File: src/rtl/gpu_video_timing.sv
// gpu_video_timing: display timing generator fed by the GP1 display-mode and
// display-range registers. Horizontal and vertical counters run in GPU clock
// ticks. The block produces blanking, sync, a dot enable, the dot index, the
// interlace field, GPUSTAT bit 31 and a vblank interrupt pulse.
//
// Build option GPU_VIDEO_TIMING_DOTCLK_EN:
//   - defined:   o_dotClk is a free-running pulse, one cycle per dot-divider
//                period, independent of blanking (root-counter dot source).
//   - undefined: o_dotClk is tied low and the free-running divider is absent.
//
// Timing of the registered outputs: hBlank, vBlank, dotEn, pixX and
// vblankIrq describe the counter position of the previous cycle. hCount,
// vCount, hSync and vSync describe the current position.
module gpu_video_timing #(
   parameter int NTSC_LINE_CLKS = 3413,
   parameter int PAL_LINE_CLKS  = 3406,
   parameter int NTSC_LINES     = 263,
   parameter int PAL_LINES      = 314,
   parameter int HSYNC_CLKS     = 200
) (
   input  logic        i_clk,
   input  logic        i_rst,
   input  logic        i_videoMode,
   input  logic        i_isInterlaced,
   input  logic        i_verticalRes,
   input  logic [1:0]  i_horizRes,
   input  logic        i_horizRes368,
   input  logic [11:0] i_rangeX0,
   input  logic [11:0] i_rangeX1,
   input  logic [9:0]  i_rangeY0,
   input  logic [9:0]  i_rangeY1,
   output logic [11:0] o_hCount,
   output logic [9:0]  o_vCount,
   output logic        o_hBlank,
   output logic        o_vBlank,
   output logic        o_hSync,
   output logic        o_vSync,
   output logic        o_dotEn,
   output logic [9:0]  o_pixX,
   output logic        o_field,
   output logic        o_statusBit31,
   output logic        o_vblankIrq,
   output logic        o_dotClk
);

   localparam logic [11:0] NTSC_H_LAST = 12'(NTSC_LINE_CLKS - 1);
   localparam logic [11:0] PAL_H_LAST  = 12'(PAL_LINE_CLKS - 1);
   localparam logic [9:0]  NTSC_V_LAST = 10'(NTSC_LINES - 1);
   localparam logic [9:0]  PAL_V_LAST  = 10'(PAL_LINES - 1);
   localparam logic [11:0] HSYNC_LEN   = 12'(HSYNC_CLKS);
   localparam logic [3:0]  RESET_DIV   = 4'd10;

   // GPU clocks per dot for the selected horizontal resolution.
   function automatic logic [3:0] dotDivider(input logic [1:0] res, input logic res368);
      logic [3:0] d;
      case (res)
         2'd0:    d = 4'd10;
         2'd1:    d = 4'd8;
         2'd2:    d = 4'd5;
         default: d = 4'd4;
      endcase
      if (res368) d = 4'd7;
      return d;
   endfunction

   logic        palMode;
   logic [11:0] hCount;
   logic [9:0]  vCount;
   logic [11:0] lineLast;
   logic [9:0]  fieldLast;
   logic        lineWrap;
   logic        frameWrap;
   logic        hActive;
   logic        vActive;
   logic        lineStart;
   logic [3:0]  selDiv;
   logic [3:0]  divLen;
   logic [3:0]  divCnt;
   logic [3:0]  phaseNow;
   logic [3:0]  effDiv;
   logic [3:0]  divCntNext;
   logic        hBlankR;
   logic        vBlankR;
   logic        dotEnR;
   logic [9:0]  pixXR;
   logic        fieldR;
   logic        lineFlagR;
   logic        irqR;

   // Wrap points, range compares against the live registers, and dot phase.
   // At the display start the divider restarts at phase 0 with the newly
   // selected period, so the first dot of a line lands exactly on X0.
   always_comb begin
      lineLast   = palMode ? PAL_H_LAST : NTSC_H_LAST;
      fieldLast  = palMode ? PAL_V_LAST : NTSC_V_LAST;
      lineWrap   = (hCount == lineLast);
      frameWrap  = lineWrap && (vCount == fieldLast);
      hActive    = (i_rangeX1 > i_rangeX0) && (hCount >= i_rangeX0) && (hCount < i_rangeX1);
      vActive    = (i_rangeY1 > i_rangeY0) && (vCount >= i_rangeY0) && (vCount < i_rangeY1);
      lineStart  = (hCount == i_rangeX0);
      selDiv     = dotDivider(i_horizRes, i_horizRes368);
      phaseNow   = lineStart ? 4'd0 : divCnt;
      effDiv     = lineStart ? selDiv : divLen;
      divCntNext = (phaseNow == effDiv - 4'd1) ? 4'd0 : phaseNow + 4'd1;
   end

   // Line/field counters. The video standard is sampled only at the frame
   // origin, so a mid-frame change of i_videoMode takes effect next frame.
   always_ff @(posedge i_clk) begin
      if (i_rst) begin
         hCount  <= '0;
         vCount  <= '0;
         palMode <= 1'b0;
      end else begin
         if (hCount == 12'd0 && vCount == 10'd0) palMode <= i_videoMode;
         if (lineWrap) begin
            hCount <= '0;
            vCount <= frameWrap ? 10'd0 : vCount + 10'd1;
         end else begin
            hCount <= hCount + 12'd1;
         end
      end
   end

   // Dot divider: period re-latched and phase restarted at the display start.
   always_ff @(posedge i_clk) begin
      if (i_rst) begin
         divLen <= RESET_DIV;
         divCnt <= '0;
      end else begin
         if (lineStart) divLen <= selDiv;
         divCnt <= divCntNext;
      end
   end

   // Registered blanking, dot enable, dot index and vblank edge pulse.
   always_ff @(posedge i_clk) begin
      if (i_rst) begin
         hBlankR <= 1'b1;
         vBlankR <= 1'b1;
         dotEnR  <= 1'b0;
         pixXR   <= '0;
         irqR    <= 1'b0;
      end else begin
         hBlankR <= ~hActive;
         vBlankR <= ~vActive;
         dotEnR  <= hActive && (phaseNow == 4'd0);
         irqR    <= ~vActive && ~vBlankR;
         if (lineStart)
            pixXR <= '0;
         else if (dotEnR && pixXR != 10'd1023)
            pixXR <= pixXR + 10'd1;
      end
   end

   // Interlace field and the per-line odd/even flag. The line flag is cleared
   // with the blank value being registered this cycle so it reads 0 whenever
   // o_vBlank reads 1.
   always_ff @(posedge i_clk) begin
      if (i_rst) begin
         fieldR    <= 1'b0;
         lineFlagR <= 1'b0;
      end else begin
         if (frameWrap) fieldR <= i_isInterlaced ? ~fieldR : 1'b0;
         if (~vActive)
            lineFlagR <= 1'b0;
         else if (lineWrap)
            lineFlagR <= ~lineFlagR;
      end
   end

`ifdef GPU_VIDEO_TIMING_DOTCLK_EN
   logic [3:0] freeCnt;
   logic       dotClkR;

   // Free-running dot divider for the root counters, ignores blanking.
   always_ff @(posedge i_clk) begin
      if (i_rst) begin
         freeCnt <= '0;
         dotClkR <= 1'b0;
      end else begin
         dotClkR <= (freeCnt == 4'd0);
         freeCnt <= (freeCnt >= selDiv - 4'd1) ? 4'd0 : freeCnt + 4'd1;
      end
   end

   assign o_dotClk = dotClkR;
`else
   assign o_dotClk = 1'b0;
`endif

   assign o_hCount      = hCount;
   assign o_vCount      = vCount;
   assign o_hBlank      = hBlankR;
   assign o_vBlank      = vBlankR;
   assign o_hSync       = (hCount < HSYNC_LEN);
   assign o_vSync       = (vCount == 10'd0);
   assign o_dotEn       = dotEnR;
   assign o_pixX        = pixXR;
   assign o_field       = fieldR;
   assign o_statusBit31 = (i_isInterlaced && i_verticalRes) ? fieldR : lineFlagR;
   assign o_vblankIrq   = irqR;

endmodule

File: config.mk
export PLATFORM = sky130hd
export DESIGN_NAME = gpu_video_timing
export DESIGN_NICKNAME = d
export VERILOG_FILES = /design/src/rtl/gpu_video_timing.sv
export SDC_FILE = /design/constraint.sdc
export NUM_CORES = 1
export LEC_CHECK = 0
export BUFFER_PORTS_ARGS = -buffer_cell sky130_fd_sc_hd__buf_2
export CAP_MARGIN = 5
export CORE_MARGIN = 5
export CORE_UTILIZATION = 48
export CTS_CLUSTER_DIAMETER = 150
export DETAILED_ROUTE_END_ITERATION = 12
export PLACE_DENSITY = 0.84
export SLEW_MARGIN = 20
export SYNTH_ARGS = -nofsm -noshare
export SYNTH_HDL_FRONTEND = slang
export SYNTH_SLANG_ARGS = --single-unit
File: constraint.sdc
create_clock -name i_clk -period 8.7 [get_ports i_clk]
set_clock_uncertainty 0.05 [all_clocks]
set_input_delay 0.87 -clock i_clk [delete_from_list [all_inputs] [get_ports i_clk]]
set_output_delay 0.87 -clock i_clk [all_outputs]
set_load 0.01 [all_outputs]
==> results of run 1 <==
cells in the final DEF (no fill, tap or decap), drive strengths merged, types with 6 or more instances in the layout:
cell and instances:
buf 91, ha 72, inv 55, dfxtp 47, nor2 42, nand2 26, a21oi 25, nand3 21
xnor2 15, xor2 15, nand4 14, o21ai 14, a21o 13, nor3 13, a211oi 8, nand2b 7
clkbuf 7, and3 6, nor4 6
final timing paths:
kind	to	slack, ns
max	divCnt[3]$_SDFF_PP0_	4.79
min	o_vblankIrq$_SDFF_PP0_	0.37
max reg2reg	divCnt[3]$_SDFF_PP0_	4.90
min reg2reg	o_vblankIrq$_SDFF_PP0_	0.37
power by group through the flow:
| stage | clock (mW) | combinational (mW) | sequential (mW) |
|---|---|---|---|
| after floorplan | 0 | 0.0846 | 0.239 |
| after global placement | 0 | 0.111 | 0.241 |
| after detailed placement | 0 | 0.120 | 0.241 |
| after CTS | 0.148 | 0.120 | 0.236 |
| after global routing | 0.159 | 0.138 | 0.238 |
| final | 0.144 | 0.120 | 0.237 |
layout make-up:
type | count | area, µm² | share of cell area
Clock buffer | 7 | 96.3 | 0.0218
Clock inverter | 1 | 7.51 | 0.00169
Inverter | 55 | 206 | 0.0466
Multi-Input combinational cell | 349 | 2590 | 0.586
Sequential cell | 47 | 941 | 0.212
Tap cell | 102 | 128 | 0.0288
Timing Repair Buffer | 91 | 455 | 0.103
logic make-up after synthesis:
group | share of synthesized area
compound gates | 0.137
xor+xnor | 0.0694
fa+ha+maj | 0.238
buf+inv | 0.0667
flops | 0.248
mux | 0.00826
other cells | 0.000990
simple gates | 0.232
metal layers:
| layer | vias up | part of all wire |
|---|---|---|
| met1 | 1634 | 0.47 |
| met3 | 13 | 0.060 |
| met5 | - | 0 |
| met4 | 0 | 0.016 |
| met2 | 106 | 0.46 |
| li1 | 1797 | - |
worst max-delay path: stages:
cell and delay [ns]:
buf_2 0.07, inv_1 0.05, ha_1 0.32, nand4_2 0.18, or4_1 0.66, or3_1 0.41, o21ai_1 0.12, ha_1 0.23
xnor2_1 0.15, xnor2_1 0.12, o21ai_0 0.28, a221oi_2 0.12, a211oi_2 0.36, nor3_2 0.08
state kept, by name, indices dropped and copies added (netlist names), 4 cells and up:
name and flops:
divLen 4, o_vCount 10, o_pixX 10, divCnt 4, o_hCount 12
stage by stage:
stage / total power, mW / hold WS [ns]
2_1_floorplan: 0.323 / 0.384
3_3_place_gp: 0.352 / 0.361
3_5_place_dp: 0.361 / 0.365
4_1_cts: 0.505 / 0.379
5_1_grt: 0.535 / 0.406
6_report: 0.501 / 0.370
==> run_results.csv, run 1 <==
group,metric,value,unit
run_status,status,"finished clean",
routing,drt_iter0_drc,118,
sta,rsz0062_at_grt,"no",
die,core-area,0.00773,mm²
yosys,synth.avg_cell_area,8.22,µm²
sta,fin_crit,3.91,ns
global_route,grt_max_degree,18,
die,fp.dieH,98.8,µm
routing,dr.pass1.iters,4,
sta,min_period_over_period,0.449,
power,p_int,353,µW
cts,numCtsBuffers,5,
routing,post_drt_wl_per_cell,13.6,µm
power,ir_drop,0.0665,mV
layout,fin_util,0.573,
power,p_leak,2.27,nW
routing,finalWirelength,8890,µm
yosys,yosysTopAreaCell,"dfxtp_1",
die,die_w,98.8,µm
worst_setup_path,endpoint_kind,"flop",
cts,cts-root-buf,"clkbuf_8",
placed_design,port_buffers,91,
routing,vias_per_cell,5.44,
global_route,grt_pass1_wl,15300,µm
placed_design,place_inst,644,
power,sequentialPowerShare,0.473,
global_route,grtUsageMet3,0.0276,
global_route,grt_util_all_layers,0.183,
worst_setup_path,reg2reg_depth,13,
yosys,synth_edf_count,0,
worst_setup_path,r2r-start,"o_hCount[0]$_SDFF_PP0_",
sta,setup_ws,4.79,ns
sta,setup_viol_count_final,0,
power,swShare,0.297,
yosys,synth_cell_types,55,
layout,drive_gt1_frac,0.204,
cts,clockBufferDepth,2,
placed_design,post-dp-hpwl,7380,µm
yosys,seq_area_frac_synth,0.248,
yosys,synth_fp_nets,585,
sta,relSlewSlack,0.379,
global_route,grt_overflow,0,
power,combPwrFrac,0.239,
sta,hold_viol_final,0,
yosys,synth_seq_cells,47,
sta,tns,0,ns
cts,post_cts_buffers,0,
placed_design,dp_slack,4.49,ns
die,io_pins,93,
yosys,async_flop_share,0,
worst_setup_path,required,8.81,ns
layout,n_antenna_cell,0,
cts,clk_pin_slew,0.09,ns
sta,drv_slew,0,
cts,cts_resized,0,
die,initial_core_util,0.490,
placed_design,routabilityCongestion,0.933,
worst_setup_path,crit_arrival,4.01,ns
yosys,synth_common_cells,"ha_1, inv_1, dfxtp_1",
worst_setup_path,path_class,"in -> reg",
sta,max_freq,0.256,GHz
cts,hold_buffers,0,
yosys,synthCells,461,
yosys,syn_area,0.00379,mm²
yosys,yosys_warnings,0,
yosys,synth.area.top_cells,"dfxtp_1, ha_1, inv_1, nor2_1, xnor2_1",
layout,syn_to_final_growth,16.9,%
min_path,min_from,"o_vBlank$_SDFF_PP1_",
routing,drtAntennaViolNets,0,
yosys,yosysMostFrequentCell,"ha_1",
global_route,grt_pass1_vias,3525,
routing,via_count,3550,
layout,fin_area,0.00443,mm²
worst_setup_path,critPathLaunchType,"input port",
placed_design,place_area,0.00433,mm²
cts,cts_tree,"yes",
routing,drc_errors,0,
cts,htreeDepth,2,
job,max_cap_viol_count,0,
die,rows,32,
worst_setup_path,crit_start,"i_rangeX0[2]",
global_route,busiest_layer,"met2",
min_path,hold_path_depth,1,
cts,clkLatencyLatePin,0.29,ns
worst_setup_path,crit_fanout,8,
layout,n_fill_cell,716,
power,p_sw,149,µW
min_path,min_path_type,"reg -> reg",
yosys,synth_top_area_frac,0.248,
layout,fin_nets,673,
power,p_clk_frac,0.288,
layout,stdcell_count,652,
cts,cts.sinks,47,
die,dieArea,0.00977,mm²
global_route,grt_use_met2,0.312,
sta,worstMarginPinSlew,0.924,ns
global_route,use_met1,0.239,
power,p_per_area,113,mW/mm²
yosys,synth_flop_cell,"dfxtp_1",
global_route,antenna_found_initial,0,
No activity file was read; power rests on OpenSTA's default activity.
==> run 2, diff against run 1 <==
- clock period: 8.7 -> 3.8 ns (I/O delays scaled with it)
==> run 2 against run 1 <==
  * Die area unchanged
  * Design area up 1.6%
  * Count of clock-buffer cells in the layout down 2
  * Wire length up 1.8%
  * Global-route usage up 0.32 points
  * Combinational power up 130%
  * Sequential share of layout area down 0.34 points
  * Power up 140%
  * Critical path depth down 1
  * First-iteration DRC count up 8.5%
==> run_results.csv, run 2 (synthesis results as in run 1) <==
group,metric,value,unit
die,io_pins,93,
min_path,min_path_type,"in -> reg",
routing,vias_per_cell,5.40,
worst_setup_path,critPathLaunchType,"flop",
die,dieArea,0.00977,mm²
routing,drt_iter0_drc,128,
worst_setup_path,crit_fanout,9,
worst_setup_path,required,3.93,ns
routing,top_layer,"met4",
routing,post_drt_wl_per_cell,13.7,µm
die,die_w,98.8,µm
layout,stdcell_count,660,
routing,drc_errors,0,
layout,layout_commonest_cell,"buf_2",
layout,syn_to_final_growth,18.8,%
cts,numCtsBuffers,5,
routing,dr_wl_met2,4050,µm
cts,clk_pin_slew,0.09,ns
routing,wl_met1,4260,µm
min_path,min_to,"palMode$_SDFFE_PP0P_",
job,max_cap_viol_count,0,
sta,hold_viol_final,0,
global_route,antenna_found_initial,0,
global_route,grt_pass1_vias,3530,
layout,n_fill_cell,709,
die,core-area,0.00773,mm²
run_status,status,"finished clean",
layout,fin_util,0.583,
cts,post_cts_buffers,0,
worst_setup_path,crit_arrival,3.72,ns
sta,drv_slew,0,
global_route,grt_util_all_layers,0.186,
placed_design,port_buffers,91,
layout,fin_nets,681,
routing,dr_wl_met3,591,µm
placed_design,place_area,0.00439,mm²
cts,clockBufferDepth,2,
cts,cts_resized,0,
cts,cts.sinks,47,
sta,worstMarginPinSlew,0.594,ns
worst_setup_path,cpPeakStageDelay,0.66,ns
die,initial_core_util,0.490,
layout,drive_gt1_frac,0.215,
worst_setup_path,r2r_setup_slack,0.21,ns
layout,n_antenna_cell,0,
layout,fin_area,0.00450,mm²
power,p_per_area,264,mW/mm²
cts,cts_tree,"yes",
routing,finalWirelength,9040,µm
cts,clkLatencyLatePin,0.29,ns
cts,cts-root-buf,"clkbuf_8",
worst_setup_path,crit_path_top_delay_cell,"or4_1",
worst_setup_path,r2r-start,"o_hCount[0]$_SDFF_PP0_",
sta,tns,0,ns
sta,max_freq,0.278,GHz
min_path,min_from,"i_videoMode",
worst_setup_path,path_class,"reg -> reg",
worst_setup_path,rr_endpoint,"divCnt[2]$_SDFF_PP0_",
sta,rsz0062_at_grt,"no",
routing,drtAntennaViolNets,0,
min_path,hold_path_depth,3,
worst_setup_path,endpoint_kind,"flop",
routing,dr.pass1.iters,5,
global_route,grt_overflow,0,
layout,largest_register_ffs,12,
cts,hold_buffers,0,
sta,relSlewSlack,0.601,
worst_setup_path,reg2reg_depth,13,
sta,fin_crit,3.59,ns
placed_design,routabilityCongestion,0.951,
routing,via_count,3564,
cts,htreeDepth,2,
placed_design,place_inst,652,
power,ir_drop,0.217,mV
power,p_leak,2.32,nW
global_route,grt_max_degree,18,
global_route,grt_pass1_wl,15500,µm
sta,min_period_over_period,0.945,
die,fp.dieH,98.8,µm
sta,setup_viol_count_final,0,
placed_design,post-dp-hpwl,7590,µm
layout,final_cell_mix,"buf_2, ha_1, inv_1",
worst_setup_path,path_cells,"inv_1, ha_1, nand4_2, or4_1, or3_1, o21ai_1, ha_1, xnor2_1, xnor2_1, o21ai_0, a221oi_2, a211oi_2, nor2_1",
die,rows,32,
==> run 2: cell type report <==
cell class	count	area (µm²)	area share
Sequential cell	47	941	0.209
Timing Repair Buffer	99	515	0.115
Clock inverter	3	47.5	0.0106
Clock buffer	5	68.8	0.0153
Multi-Input combinational cell	349	2590	0.576
Tap cell	102	128	0.0283
Inverter	55	206	0.0459
==> run 2: stage by stage <==
stage / power [mW] / hold WS, ns / worst slack, ns
after floorplan: 0.740 / 0.384 / 0.548
after global placement: 0.811 / 0.362 / 0.415
after detailed placement: 0.827 / 0.354 / 0.233
after CTS: 1.20 / 0.280 / 0.206
after global routing: 1.27 / 0.295 / 0.0113
final: 1.19 / 0.290 / 0.208
==> run 2: layer usage <==
metal  vias up  global-route usage
met5         -                   0
met4         0              0.0557
met1      1613               0.251
met2       118               0.306
li1       1816                   -
met3        17              0.0276
==> run 2: worst max-delay path, delay by kind of cell (launching register included) <==
kind | cells | cell delay [ns]
simple gates | 4 | 1.30
compound gates | 4 | 0.82
fa+ha+maj | 2 | 0.51
flops | 1 | 0.46
xor+xnor | 2 | 0.25
buf+inv | 1 | 0.10
==> run 2: worst max-delay path by stage <==
| stage | start | endpoint | slack (ns) | cells past startpoint |
|---|---|---|---|---|
| 2_1_floorplan | o_hCount[0]$_SDFF_PP0_ | divCnt[3]$_SDFF_PP0_ | 0.55 | 14 |
| 3_3_place_gp | i_rangeX0[2] | divCnt[2]$_SDFF_PP0_ | 0.42 | 14 |
| 3_5_place_dp | i_rangeX0[2] | divCnt[2]$_SDFF_PP0_ | 0.23 | 14 |
| 4_1_cts | o_hCount[0]$_SDFF_PP0_ | divCnt[2]$_SDFF_PP0_ | 0.21 | 13 |
| 5_1_grt | o_hCount[0]$_SDFF_PP0_ | divCnt[1]$_SDFF_PP0_ | 0.01 | 13 |
| 6_report | o_hCount[0]$_SDFF_PP0_ | divCnt[2]$_SDFF_PP0_ | 0.21 | 13 |
==> run 2: report_power, final <==
group          internal [mW]  switching (mW)
logic                  0.126           0.150
registers              0.516          0.0270
clock network          0.199           0.171
